File: src/rtl/mc_control_fsm.sv
// mc_control_fsm: multi-cycle MIPS control sequencer with memory-ready stall and wait timeout.
// Optional addi support via `MC_ADDI_EN.
module mc_control_fsm #(
  parameter int unsigned WAIT_LIMIT = 15
) (
  input  logic       clk,
  input  logic       rst_n,
  input  logic [5:0] opcode,
  input  logic       mem_ready,
  output logic       pc_write,
  output logic       pc_write_cond,
  output logic       iord,
  output logic       mem_read,
  output logic       mem_write,
  output logic       ir_write,
  output logic       reg_dst,
  output logic       mem_to_reg,
  output logic       reg_write,
  output logic       alu_src_a,
  output logic [1:0] alu_src_b,
  output logic [1:0] alu_op,
  output logic [1:0] pc_source,
  output logic       illegal,
  output logic       mem_timeout,
  output logic [3:0] state
);
  typedef enum logic [3:0] {
    FETCH  = 4'd0,
    DECODE = 4'd1,
    MEMADR = 4'd2,
    MEMRD  = 4'd3,
    MEMWB  = 4'd4,
    MEMWR  = 4'd5,
    EXEC   = 4'd6,
    ALUWB  = 4'd7,
    BRANCH = 4'd8,
`ifdef MC_ADDI_EN
    JUMP   = 4'd9,
    ADDIEX = 4'd10,
    ADDIWB = 4'd11
`else
    JUMP   = 4'd9
`endif
  } state_t;
  localparam logic [7:0] LIM = 8'(WAIT_LIMIT);
  state_t     state_q, state_d;
  logic [7:0] wait_q, wait_d;
  logic       mem_wait;
  always_ff @(posedge clk or negedge rst_n)
    if (!rst_n) begin
      state_q <= FETCH;
      wait_q  <= 8'd0;
    end else begin
      state_q <= state_d;
      wait_q  <= wait_d;
    end
  assign mem_wait    = (state_q == FETCH || state_q == MEMRD || state_q == MEMWR) && !mem_ready;
  assign wait_d      = mem_wait ? (wait_q == LIM ? wait_q : wait_q + 8'd1) : 8'd0;
  // Fires during the WAIT_LIMIT-th wait cycle; saturation at LIM keeps it to one pulse.
  assign mem_timeout = mem_wait && wait_q == LIM - 8'd1;
  assign state       = state_q;
  always_comb begin
    state_d       = FETCH;
    pc_write      = 1'b0;
    pc_write_cond = 1'b0;
    iord          = 1'b0;
    mem_read      = 1'b0;
    mem_write     = 1'b0;
    ir_write      = 1'b0;
    reg_dst       = 1'b0;
    mem_to_reg    = 1'b0;
    reg_write     = 1'b0;
    alu_src_a     = 1'b0;
    alu_src_b     = 2'b00;
    alu_op        = 2'b00;
    pc_source     = 2'b00;
    illegal       = 1'b0;
    case (state_q)
      FETCH: begin
        mem_read  = 1'b1;
        alu_src_b = 2'b01;
        ir_write  = mem_ready;
        pc_write  = mem_ready;
        state_d   = mem_ready ? DECODE : FETCH;
      end
      DECODE: begin
        alu_src_b = 2'b11;
        case (opcode)
          6'b000000:            state_d = EXEC;
          6'b100011, 6'b101011: state_d = MEMADR;
          6'b000100:            state_d = BRANCH;
          6'b000010:            state_d = JUMP;
`ifdef MC_ADDI_EN
          6'b001000:            state_d = ADDIEX;
`endif
          default:              illegal = 1'b1;
        endcase
      end
      MEMADR: begin
        alu_src_a = 1'b1;
        alu_src_b = 2'b10;
        state_d   = opcode == 6'b101011 ? MEMWR : MEMRD;
      end
      MEMRD: begin
        mem_read = 1'b1;
        iord     = 1'b1;
        state_d  = mem_ready ? MEMWB : MEMRD;
      end
      MEMWB: begin
        reg_write  = 1'b1;
        mem_to_reg = 1'b1;
      end
      MEMWR: begin
        mem_write = 1'b1;
        iord      = 1'b1;
        state_d   = mem_ready ? FETCH : MEMWR;
      end
      EXEC: begin
        alu_src_a = 1'b1;
        alu_op    = 2'b10;
        state_d   = ALUWB;
      end
      ALUWB: begin
        reg_write = 1'b1;
        reg_dst   = 1'b1;
      end
      BRANCH: begin
        alu_src_a     = 1'b1;
        alu_op        = 2'b01;
        pc_write_cond = 1'b1;
        pc_source     = 2'b01;
      end
      JUMP: begin
        pc_write  = 1'b1;
        pc_source = 2'b10;
      end
`ifdef MC_ADDI_EN
      ADDIEX: begin
        alu_src_a = 1'b1;
        alu_src_b = 2'b10;
        state_d   = ADDIWB;
      end
      ADDIWB: reg_write = 1'b1;
`endif
      default: state_d = FETCH;
    endcase
  end
endmodule

File: config.mk
export PLATFORM = sky130hd
export DESIGN_NAME = mc_control_fsm
export DESIGN_NICKNAME = d
export VERILOG_FILES = /design/src/rtl/mc_control_fsm.sv
export SDC_FILE = /design/constraint.sdc
export NUM_CORES = 1
export LEC_CHECK = 0
export BUFFER_PORTS_ARGS = -buffer_cell sky130_fd_sc_hd__buf_2
export CORE_ASPECT_RATIO = 0.8
export CORE_MARGIN = 2
export CORE_UTILIZATION = 47
export CTS_BUF_LIST = sky130_fd_sc_hd__clkbuf_8
export CTS_CLUSTER_DIAMETER = 40
export DETAILED_ROUTE_END_ITERATION = 12
export PLACE_DENSITY = 0.78
export SETUP_SLACK_MARGIN = 0.02
export SLEW_MARGIN = 20
export SYNTH_ARGS = -nofsm -noshare
export SYNTH_HDL_FRONTEND = slang
export SYNTH_SLANG_ARGS = --single-unit
export TNS_END_PERCENT = 1
File: constraint.sdc
create_clock -name clk -period 1.6 [get_ports clk]
set_input_delay 0.32 -clock clk [delete_from_list [all_inputs] [get_ports clk]]
set_output_delay 0.32 -clock clk [all_outputs]
set_load 0.01 [all_outputs]
==> results of run 1 <==
[cell families after synthesis]
| family | share of synthesized area (%) |
|---|---|
| AO/OA/AOI/OAI | 21.0 |
| XOR/XNOR | 1.82 |
| adder cells (fa/ha/maj) | 2.60 |
| buffers and inverters | 6.90 |
| flip-flops | 31.3 |
| AND/OR/NAND/NOR | 36.5 |
[area by class of cell]
class,count,area (µm²)
Inverter,3,11.3
Timing Repair Buffer,47,309
Multi-Input combinational cell,95,689
Sequential cell,12,305
Tap cell,24,30.0
Clock buffer,3,41.3
Fill cell,126,523
[through the flow]
| step | utilization [%] | hold slack [ns] | total power, µW | instances | setup TNS (ns) |
|---|---|---|---|---|---|
| 5_1_grt | 72.6 | 0.330 | 1190 | 184 | -2.25 |
| 6_report | 72.6 | 0.311 | 1140 | 184 | -1.40 |
| 4_1_cts | 70.1 | 0.295 | 1100 | 184 | -1.25 |
| 3_5_place_dp | 63.0 | 0.210 | 778 | 178 | -0.130 |
| 3_3_place_gp | 63.0 | 0.212 | 764 | 178 | 0 |
| 2_1_floorplan | - | 0.0244 | 618 | 120 | -0.127 |
[report_power, final]
| part | leakage [µW] | switching (µW) | internal [µW] |
|---|---|---|---|
| clock network | 0.0000216 | 107 | 166 |
| logic | 0.000433 | 246 | 241 |
| registers | 0.000158 | 51.6 | 327 |
[worst max-delay path: stages, from the launching register on]
cell and delay (ns):
dfrtp_2 0.46, xnor2_2 0.16, a2111o_1 0.43, nor2_4 0.11, buf_6 0.11
[cell usage in the layout (no fill, tap or decap), types with 2 or more instances in the layout]
cell      netlist  final
nand2_1         6      6
or2_2           2      2
nand2b_4        0      2
o21ai_0         6      6
inv_1           3      3
dfrtp_1        12      8
buf_2           2     29
buf_6           1      7
nor4_2          1      2
nand4_1         4      4
clkbuf_8        0      3
or3_1           5      5
nor3_2          2      5
dfrtp_2         0      4
o21a_1          3      3
o31ai_1         3      2
nand2b_1        5      3
nor4b_2         0      2
nor3b_1         2      2
buf_4           2     10
nor4_1          3      2
and3_1          5      4
ha_1            2      2
a21oi_1         9      9
nor2_1          9      7
nand3_1         7      7
nor2b_2         0      3
[metal layers]
metal / track usage (%) / vias up / routed length, µm
met5: 0 / - / 0
met4: 9.50 / 0 / 28
met3: 4.73 / 4 / 170
met2: 43.6 / 52 / 1460
met1: 34.6 / 514 / 1220
li1: - / 524 / -
[flip-flops by register name, summed over array words and instances, names as in the netlist]
signal	flops
wait_q	8
state	4
[worst min-delay path by stage]
| stage | start | endpoint | slack [ns] | depth (start not counted) |
|---|---|---|---|---|
| 3_3_place_gp | rst_n | wait_q[7] | 0.21 | 1 |
| 3_5_place_dp | rst_n | wait_q[7] | 0.21 | 1 |
| 2_1_floorplan | rst_n | state[0] | 0.02 | 0 |
| 5_1_grt | opcode[4] | state[3] | 0.33 | 2 |
| 4_1_cts | opcode[4] | state[3] | 0.29 | 2 |
| 6_report | opcode[4] | state[3] | 0.31 | 2 |
[repair_timing]
item,in CTS,in global routing
endpoints found under the setup margin,17,20
gates resized for setup,18,10
hold endpoints to repair,12,0
pin swaps,2,0
buffers inserted,2,0
hold buffers,1,0
==> results.txt, run 1 <==
Hold WC Path Type -> primary input to flip-flop
Critical Path RT -> 1.28 ns
clock buffer depth -> 2
unrepaired setup endpoints after global routing -> yes
Final Max Slew Viols -> 0
Netlist cell types -> 36
clock-pin transition on the worst setup and hold timing paths -> 0.05 ns
Max Cap Viol -> 0
Syn Nets -> 131
initial antenna violation count -> 0
CTS Root Cell -> clkbuf_8
Power Density -> 821 nW/µm²
total grt overflow -> 0
leakage power total -> 0.000612 µW
count leader, synth -> dfrtp_1
Worst setup SP type -> flip-flop
All-Layer GR Usage -> 26.5%
chip height -> 44.4 µm
CTS tree -> done
Worst R2R Path Depth -> 4
Syn. warnings -> 0
clock skew -> 0.000852 ns
asr flop ratio synth -> 100%
first-pass GRT wire length -> 4.64 mm
fin crit period -> 1.83 ns
Rows -> 14
share of layout cells above drive strength 1 -> 48.8%
crit path to -> mem_timeout
DRC Markers -> 0
Vias/cell -> 5.95
largest net degree at the start of global routing -> 13
CTS sink count -> 12
mean routed wirelength per cell -> 15.7 µm
Inserted Clock Buffers -> 3
sequential area share after synthesis -> 31.3%
dpl ws -> -0.119 ns
initial drt markers -> 55
final hold violation count -> 0
Placed Area -> 1200 µm²
Worst Max-Slew Pin Slew -> 0.470 ns
Synth top area share -> 31.3%
R2R Path End -> state[2]
# H-tree levels -> 1
CP arrival -> 1.51 ns
area grow syn2layout -> 44.3%
Slew headroom -> 68.4%
Worst VDD drop -> 0.000820 V
failing checks -> setup timing
cell taking the most area after synthesis -> dfrtp_1
Routability Congestion -> 0.861
Main synth FF type -> dfrtp_1
mapped cell area -> 961 µm²
Post-Synthesis Cells -> 120
Skew-Pair Late Insertion Delay -> 0.24 ns
PortBufs -> 30
Worst Setup Path Type -> flip-flop to output port
Die Span X -> 54.6 µm
Final Instance Area -> 1390 µm²
core region area -> 1910 µm²
synthesized flop and latch total -> 12
top cells by count, synth -> dfrtp_1 (12), a21oi_1 (9), nor2_1 (9), nand3_1 (7)
Routed Antenna Nets -> 0
fmax -> 547 MHz
reg2reg setup slack -> 0.06 ns
diode count -> 0
Via Count -> 1094
Final Cycle Share -> 114%
HPWL after DPL -> 2.04 mm
DRT Pass-1 Iters -> 4
final worst slack -> -0.227 ns
CP endpoint kind -> output port
starting density of the core -> 50.3%
endpoints failing setup -> 11
EDFF count, synth -> 0
Final #Nets -> 173
number of global-route vias before repair -> 1040
Avg Cell Area, Syn -> 8.01 µm²
run status -> complete, but fails checks
largest cells by area after synthesis -> dfrtp_1 (31%), a21oi_1 (4.7%), nand3_1 (3.6%), nor2_1 (3.5%), and3_1 (3.3%)
worst r2r src -> state[0]
Critical path origin -> state[1]
die area -> 2420 µm²
I/O pins -> 31
critical path peak fanout -> 5
final wirelength -> 2.89 mm
Power figures use the tool's default switching activity.
==> run 2: changes to the inputs <==
ABC_AREA = 1   (was not set)
CORE_UTILIZATION = 52   (was 47)
PLACE_DENSITY = 0.81   (was 0.78)
clock period = 2.1 ns   (was 1.6 ns; I/O delays follow)
==> results.txt, run 2 <==
run status -> completed (was complete, but fails checks)
diode count -> 0 (unchanged)
sequential area share after synthesis -> 31.2% (was 31.3%)
P_sw -> 494 µW (was 405 µW)
first-pass GRT wire length -> 3.52 mm (was 4.64 mm)
Critical Path RT -> 1.68 ns (was 1.28 ns)
critical path's slowest cell -> dfrtp_1 (was dfrtp_2)
setup tns final -> 0 ns (was -1.40 ns)
# H-tree levels -> 1 (unchanged)
total grt overflow -> 0 (unchanged)
clock skew -> 0.00521 ns (was 0.000852 ns)
mean routed wirelength per cell -> 10.5 µm (was 15.7 µm)
count leader, synth -> nand2_1 (was dfrtp_1)
CTS sink count -> 12 (unchanged)
Syn. warnings -> 0 (unchanged)
leakage power total -> 0.000690 µW (was 0.000612 µW)
initial antenna violation count -> 0 (unchanged)
Vias/cell -> 5.15 (was 5.95)
clock buffer depth -> 2 (unchanged)
clock power share -> 22.2% (was 23.9%)
Worst VDD drop -> 0.000601 V (was 0.000820 V)
initial drt markers -> 16 (was 55)
Final #Nets -> 190 (was 173)
top cells by count, synth -> nand2_1 (29), nor2_1 (26), inv_1 (21), nand3_1 (16), dfrtp_1 (12) (was dfrtp_1 (12), a21oi_1 (9), nor2_1 (9), nand3_1 (7))
chip height -> 42.5 µm (was 44.4 µm)
largest net degree at the start of global routing -> 13 (unchanged)
endpoints failing setup -> 0 (was 11)
Avg Cell Area, Syn -> 6.59 µm² (was 8.01 µm²)
Int Power -> 641 µW (was 734 µW)
area grow syn2layout -> 22.2% (was 44.3%)
most common cell after layout, fill and taps aside -> buf_2 (unchanged)
PortBufs -> 30 (unchanged)
CP Cell Sequence -> nand2_1 > inv_2 > nand2_2 > nand3_2 > nand2_4 > nor2_1 > buf_2 (was xnor2_2 > a2111o_1 > nor2_4 > buf_6)
max FFs per register -> 8 (unchanged)
share of layout cells above drive strength 1 -> 28.7% (was 48.8%)
CTS Root Cell -> clkbuf_8 (unchanged)
fin crit period -> 1.92 ns
Combinational Power Share -> 48.9% (was 42.8%)
Syn Nets -> 157 (was 131)
PostCTS Resize Cnt -> 0 (was 18)
cell taking the most area after synthesis -> dfrtp_1 (unchanged)
mapped cell area -> 962 µm² (was 961 µm²)
commonest non-fill, non-tap cells in the layout -> buf_2 (30), nand2_1 (29), nor2_1 (26) (was buf_2 (29), buf_4 (10), a21oi_1 (9))
CTS tree -> done (unchanged)
Post-Synthesis Cells -> 146 (was 120)
max incr delay on CP -> 0.52 ns (was 0.46 ns)
Post-CTS Repair Setup Buffers -> 0 (was 2)
final hold violation count -> 0 (unchanged)
fmax -> 521 MHz
crit path buf inv count -> 2 (was 1)
Netlist cell types -> 23 (was 36)
Die Span X -> 52.1 µm (was 54.6 µm)
HPWL after DPL -> 1.71 mm (was 2.04 mm)
Power Density -> 966 nW/µm² (was 821 nW/µm²)
final wirelength -> 2.11 mm (was 2.89 mm)
Synth top area share -> 31.2% (was 31.3%)
Largest Register -> wait_q (unchanged)
unrepaired setup endpoints after global routing -> no (was yes)
largest cells by area after synthesis -> dfrtp_1 (31%), nand2_1 (11%), nor2_1 (10%), nand3_1 (8.3%), inv_1 (8.2%) (was dfrtp_1 (31%), a21oi_1 (4.7%), nand3_1 (3.6%), nor2_1 (3.5%), and3_1 (3.3%))
Main synth FF type -> dfrtp_1 (unchanged)
Rows -> 13 (was 14)
Worst Max-Slew Pin Slew -> 0.308 ns (was 0.470 ns)
CP top delay family -> simple AND/OR/NAND/NOR gates (was flip-flops)
Final Max Slew Viols -> 0 (unchanged)
core region area -> 1680 µm² (was 1910 µm²)
Worst Setup Path Type -> flip-flop to output port (unchanged)
EDFF count, synth -> 0 (unchanged)
Worst setup SP type -> flip-flop (unchanged)
DRC Markers -> 0 (unchanged)
Inserted Clock Buffers -> 3 (unchanged)
Fin Hold WS -> 0.0370 ns (was 0.311 ns)
CP arrival -> 1.50 ns (was 1.51 ns)
I/O pins -> 31 (unchanged)
Max Cap Viol -> 0 (unchanged)
Via Count -> 1029 (was 1094)
die area -> 2210 µm² (was 2420 µm²)
CP endpoint kind -> output port (unchanged)
asr flop ratio synth -> 100% (unchanged)
switching share of power -> 43.5% (was 35.5%)
Flop pwr share -> 28.9% (was 33.3%)
number of global-route vias before repair -> 837 (was 1040)
synthesized flop and latch total -> 12 (unchanged)
Routed Antenna Nets -> 0 (unchanged)
Final Cycle Share -> 91.4%
starting density of the core -> 57.4% (was 50.3%)
Skew-Pair Late Insertion Delay -> 0.24 ns (about the same)
Hold-fix buffers, CTS -> 0 (was 1)
DRT Pass-1 Iters -> 5 (was 4)
Routability Congestion -> 0.837 (was 0.861)
critical path peak fanout -> 9 (was 5)
Slew headroom -> 79.5% (was 68.4%)
Hold WC Path Type -> primary input to async pin (was primary input to flip-flop)
All-Layer GR Usage -> 21.4% (was 26.5%)
clock-pin transition on the worst setup and hold timing paths -> 0.05 ns (about the same)
==> run 2: cell type report <==
class,instances,area (µm²)
Sequential cell,12,300
Inverter,26,98.8
Multi-Input combinational cell,106,544
Timing Repair Buffer,30,150
Fill cell,136,499
Tap cell,22,27.5
Clock buffer,4,55.1
==> run 2: final timing paths <==
check	startpoint	end	slack [ns]	cells after the start
min in group clk	opcode[3]	state[3]	0.51	4
setup / recovery	state[1]	mem_timeout	0.18	7
hold / removal	rst_n	wait_q[6]	0.04	1
setup reg to reg	wait_q[0]	wait_q[0]	0.72	6
hold reg to reg	wait_q[6]	wait_q[6]	0.58	2
max in group asynchronous	rst_n	wait_q[1]	1.85	1
==> run 2: power groups by stage <==
stage | clock [µW] | combinational (µW) | sequential, µW
after floorplan | 0 | 404 | 319
after global placement | 0 | 542 | 328
after detailed placement | 0 | 555 | 331
after CTS | 257 | 559 | 328
after global routing | 266 | 622 | 335
final | 252 | 555 | 328
==> run 2: layer usage <==
| metal | up-vias | wire [µm] | global-route usage [%] |
|---|---|---|---|
| li1 | 527 | - | - |
| met2 | 25 | 951 | 30.6 |
| met4 | 0 | 11 | 4.74 |
| met5 | - | 0 | 0 |
| met3 | 4 | 100 | 7.14 |
| met1 | 473 | 1050 | 31.2 |
==> run 2: logic make-up after synthesis <==
kind of cell | synth area share [%]
AO/OA/AOI/OAI | 9.49
XOR/XNOR | 1.82
adder cells (fa/ha/maj) | 2.60
buffers and inverters | 12.2
flip-flops | 31.2
AND/OR/NAND/NOR | 42.7
==> run 2: metrics by stage <==
step | instance area (µm²) | util (%) | power [µW] | cells | worst slack [ns]
5_1_grt | 1180 | 70.2 | 1220 | 200 | 0.0640
3_3_place_gp | 1120 | 66.9 | 870 | 196 | 0.506
6_report | 1180 | 70.2 | 1140 | 200 | 0.180
2_1_floorplan | 962 | - | 723 | 146 | 0.526
3_5_place_dp | 1120 | 66.9 | 887 | 196 | 0.444
4_1_cts | 1180 | 70.2 | 1140 | 200 | 0.171
==> run 3: changes to the inputs <==
ABC_AREA = not set   (was 1)
==> results.txt, run 3 (synthesis results as in run 1) <==
run status -> completed (unchanged)
Placed Area -> 1130 µm² (was 1120 µm²)
Skew-Pair Late Insertion Delay -> 0.24 ns (about the same)
largest net degree at the start of global routing -> 14 (was 13)
critical path peak fanout -> 10 (was 9)
CTS sink count -> 12 (unchanged)
clock-pin transition on the worst setup and hold timing paths -> 0.06 ns (was 0.05 ns)
Combinational Power Share -> 34.0% (was 48.9%)
Hold WC Path Type -> primary input to async pin (unchanged)
number of global-route vias before repair -> 882 (was 837)
Worst R2R Path Depth -> 4 (was 6)
clock skew -> 0.00175 ns (was 0.00521 ns)
CP arrival -> 1.63 ns (was 1.50 ns)
I/O pins -> 31 (unchanged)
setup tns final -> 0 ns (unchanged)
Final Cycle Share -> 97.7% (was 91.4%)
Routability Congestion -> 0.838 (was 0.837)
initial drt markers -> 27 (was 16)
P_sw -> 280 µW (was 494 µW)
fmax -> 488 MHz (was 521 MHz)
Vias/cell -> 5.93 (was 5.15)
# H-tree levels -> 1 (unchanged)
max FFs per register -> 8 (unchanged)
Die Span X -> 52.1 µm (about the same)
HPWL after DPL -> 1.85 mm (was 1.71 mm)
All-Layer GR Usage -> 23.0% (was 21.4%)
storage element area -> 304 µm² (was 300 µm²)
Hold-fix buffers, CTS -> 0 (unchanged)
endpoints failing setup -> 0 (unchanged)
Final Instance Area -> 1190 µm² (was 1180 µm²)
Max Cap Viol -> 0 (unchanged)
Rows -> 13 (unchanged)
CTS tree -> done (unchanged)
die area -> 2210 µm² (about the same)
Slew headroom -> 70.3% (was 79.5%)
dpl cells -> 168 (was 196)
core region area -> 1680 µm² (unchanged)
Final Max Slew Viols -> 0 (unchanged)
Worst Max-Slew Pin Slew -> 0.440 ns (was 0.308 ns)
initial antenna violation count -> 0 (unchanged)
multi-input logic area -> 597 µm² (was 544 µm²)
Routed Antenna Nets -> 0 (unchanged)
commonest non-fill, non-tap cells in the layout -> buf_2 (30), a21oi_1 (9), dfrtp_1 (9) (was buf_2 (30), nand2_1 (29), nor2_1 (26))
area grow syn2layout -> 23.8% (was 22.2%)
leakage power total -> 0.000544 µW (was 0.000690 µW)
share of layout cells above drive strength 1 -> 34.7% (was 28.7%)
clock power share -> 31.4% (was 22.2%)
Worst VDD drop -> 0.000615 V (was 0.000601 V)
Power Density -> 692 nW/µm² (was 966 nW/µm²)
Int Power -> 543 µW (was 641 µW)
most common cell after layout, fill and taps aside -> buf_2 (unchanged)
total grt overflow -> 0 (unchanged)
Worst setup SP type -> flip-flop (unchanged)
Flop pwr share -> 34.6% (was 28.9%)
final std cells w/o fill -> 172 (was 200)
Critical Path RT -> 1.68 ns (about the same)
worst r2r src -> state[1] (was wait_q[0])
unrepaired setup endpoints after global routing -> yes (was no)
Worst Setup Path Type -> flip-flop to output port (unchanged)
final wirelength -> 2.42 mm (was 2.11 mm)
Inserted Clock Buffers -> 3 (unchanged)
clock buffer depth -> 2 (unchanged)
Via Count -> 1020 (was 1029)
Final #Nets -> 162 (was 190)
switching share of power -> 34.0% (was 43.5%)
final hold violation count -> 0 (unchanged)
diode count -> 0 (unchanged)
chip height -> 42.5 µm (about the same)
first-pass GRT wire length -> 3.84 mm (was 3.52 mm)
reg2reg setup slack -> 0.53 ns (was 0.72 ns)
DRC Markers -> 0 (unchanged)
Largest Register -> wait_q (unchanged)
R2R Path End -> wait_q[3] (was wait_q[0])
PortBufs -> 30 (unchanged)
CTS Root Cell -> clkbuf_8 (unchanged)
fin crit period -> 2.05 ns (was 1.92 ns)
fill count -> 140 (was 136)
CP endpoint kind -> output port (unchanged)
DRT Pass-1 Iters -> 4 (was 5)
mean routed wirelength per cell -> 14.1 µm (was 10.5 µm)
starting density of the core -> 57.4% (about the same)
## run 3: cell type report
| class | instances | share of cell area [%] |
|---|---|---|
| multi-input combinational | 95 | 50.2 |
| sequential | 12 | 25.6 |
| timing repair buffer | 36 | 16.4 |
| clock buffer | 4 | 4.63 |
| tap | 22 | 2.31 |
| inverter | 3 | 0.946 |
## run 3: power by group through the flow
stage	sequential (µW)	combinational, µW	clock (µW)
after floorplan	271	194	0
after global placement	284	272	0
after detailed placement	287	280	0
after CTS	283	281	257
after global routing	289	307	268
final	285	280	259
## run 3: worst max path at each step
| stage | depth (start not counted) | from | endpoint | slack [ns] |
|---|---|---|---|---|
| finish | 6 | state[2] | illegal | 0.05 |
| detailed placement | 6 | state[2] | illegal | 0.32 |
| floorplan | 5 | state[1] | mem_timeout | 0.22 |
| global route | 6 | state[2] | illegal | 0.02 |
| CTS | 4 | state[0] | mem_timeout | 0.05 |
| global placement | 6 | state[2] | illegal | 0.36 |
## run 3: critical path, stage by stage (launching register included)
cell	delay [ns]
dfrtp_2	0.45
buf_4	0.19
nor4b_1	0.29
buf_4	0.19
nand2_1	0.05
o31ai_1	0.06
buf_2	0.17
## run 3: routing by layer
metal | part of all wire (%) | track usage [%]
met5 | 0 | 0
met2 | 47 | 35.7
met1 | 44 | 31.4
met4 | 0.95 | 5.79
met3 | 8.0 | 6.07
## run 3: per-stage QoR
| step | utilization, % | setup slack, ns | total power, µW | hold slack, ns |
|---|---|---|---|---|
| 3_5_place_dp | 67.4 | 0.316 | 567 | 0.313 |
| 5_1_grt | 71.0 | 0.0171 | 864 | 0.0647 |
| 3_3_place_gp | 67.4 | 0.356 | 556 | 0.310 |
| 6_report | 71.0 | 0.0490 | 824 | 0.0432 |
| 4_1_cts | 70.6 | 0.0489 | 821 | 0.0541 |
| 2_1_floorplan | - | 0.215 | 465 | 0.124 |
## run 3: what timing repair did
item | in CTS | in global routing
endpoints found under the setup margin | 0 | 3
gates resized for setup | 0 | 4
setup buffers | 0 | 0
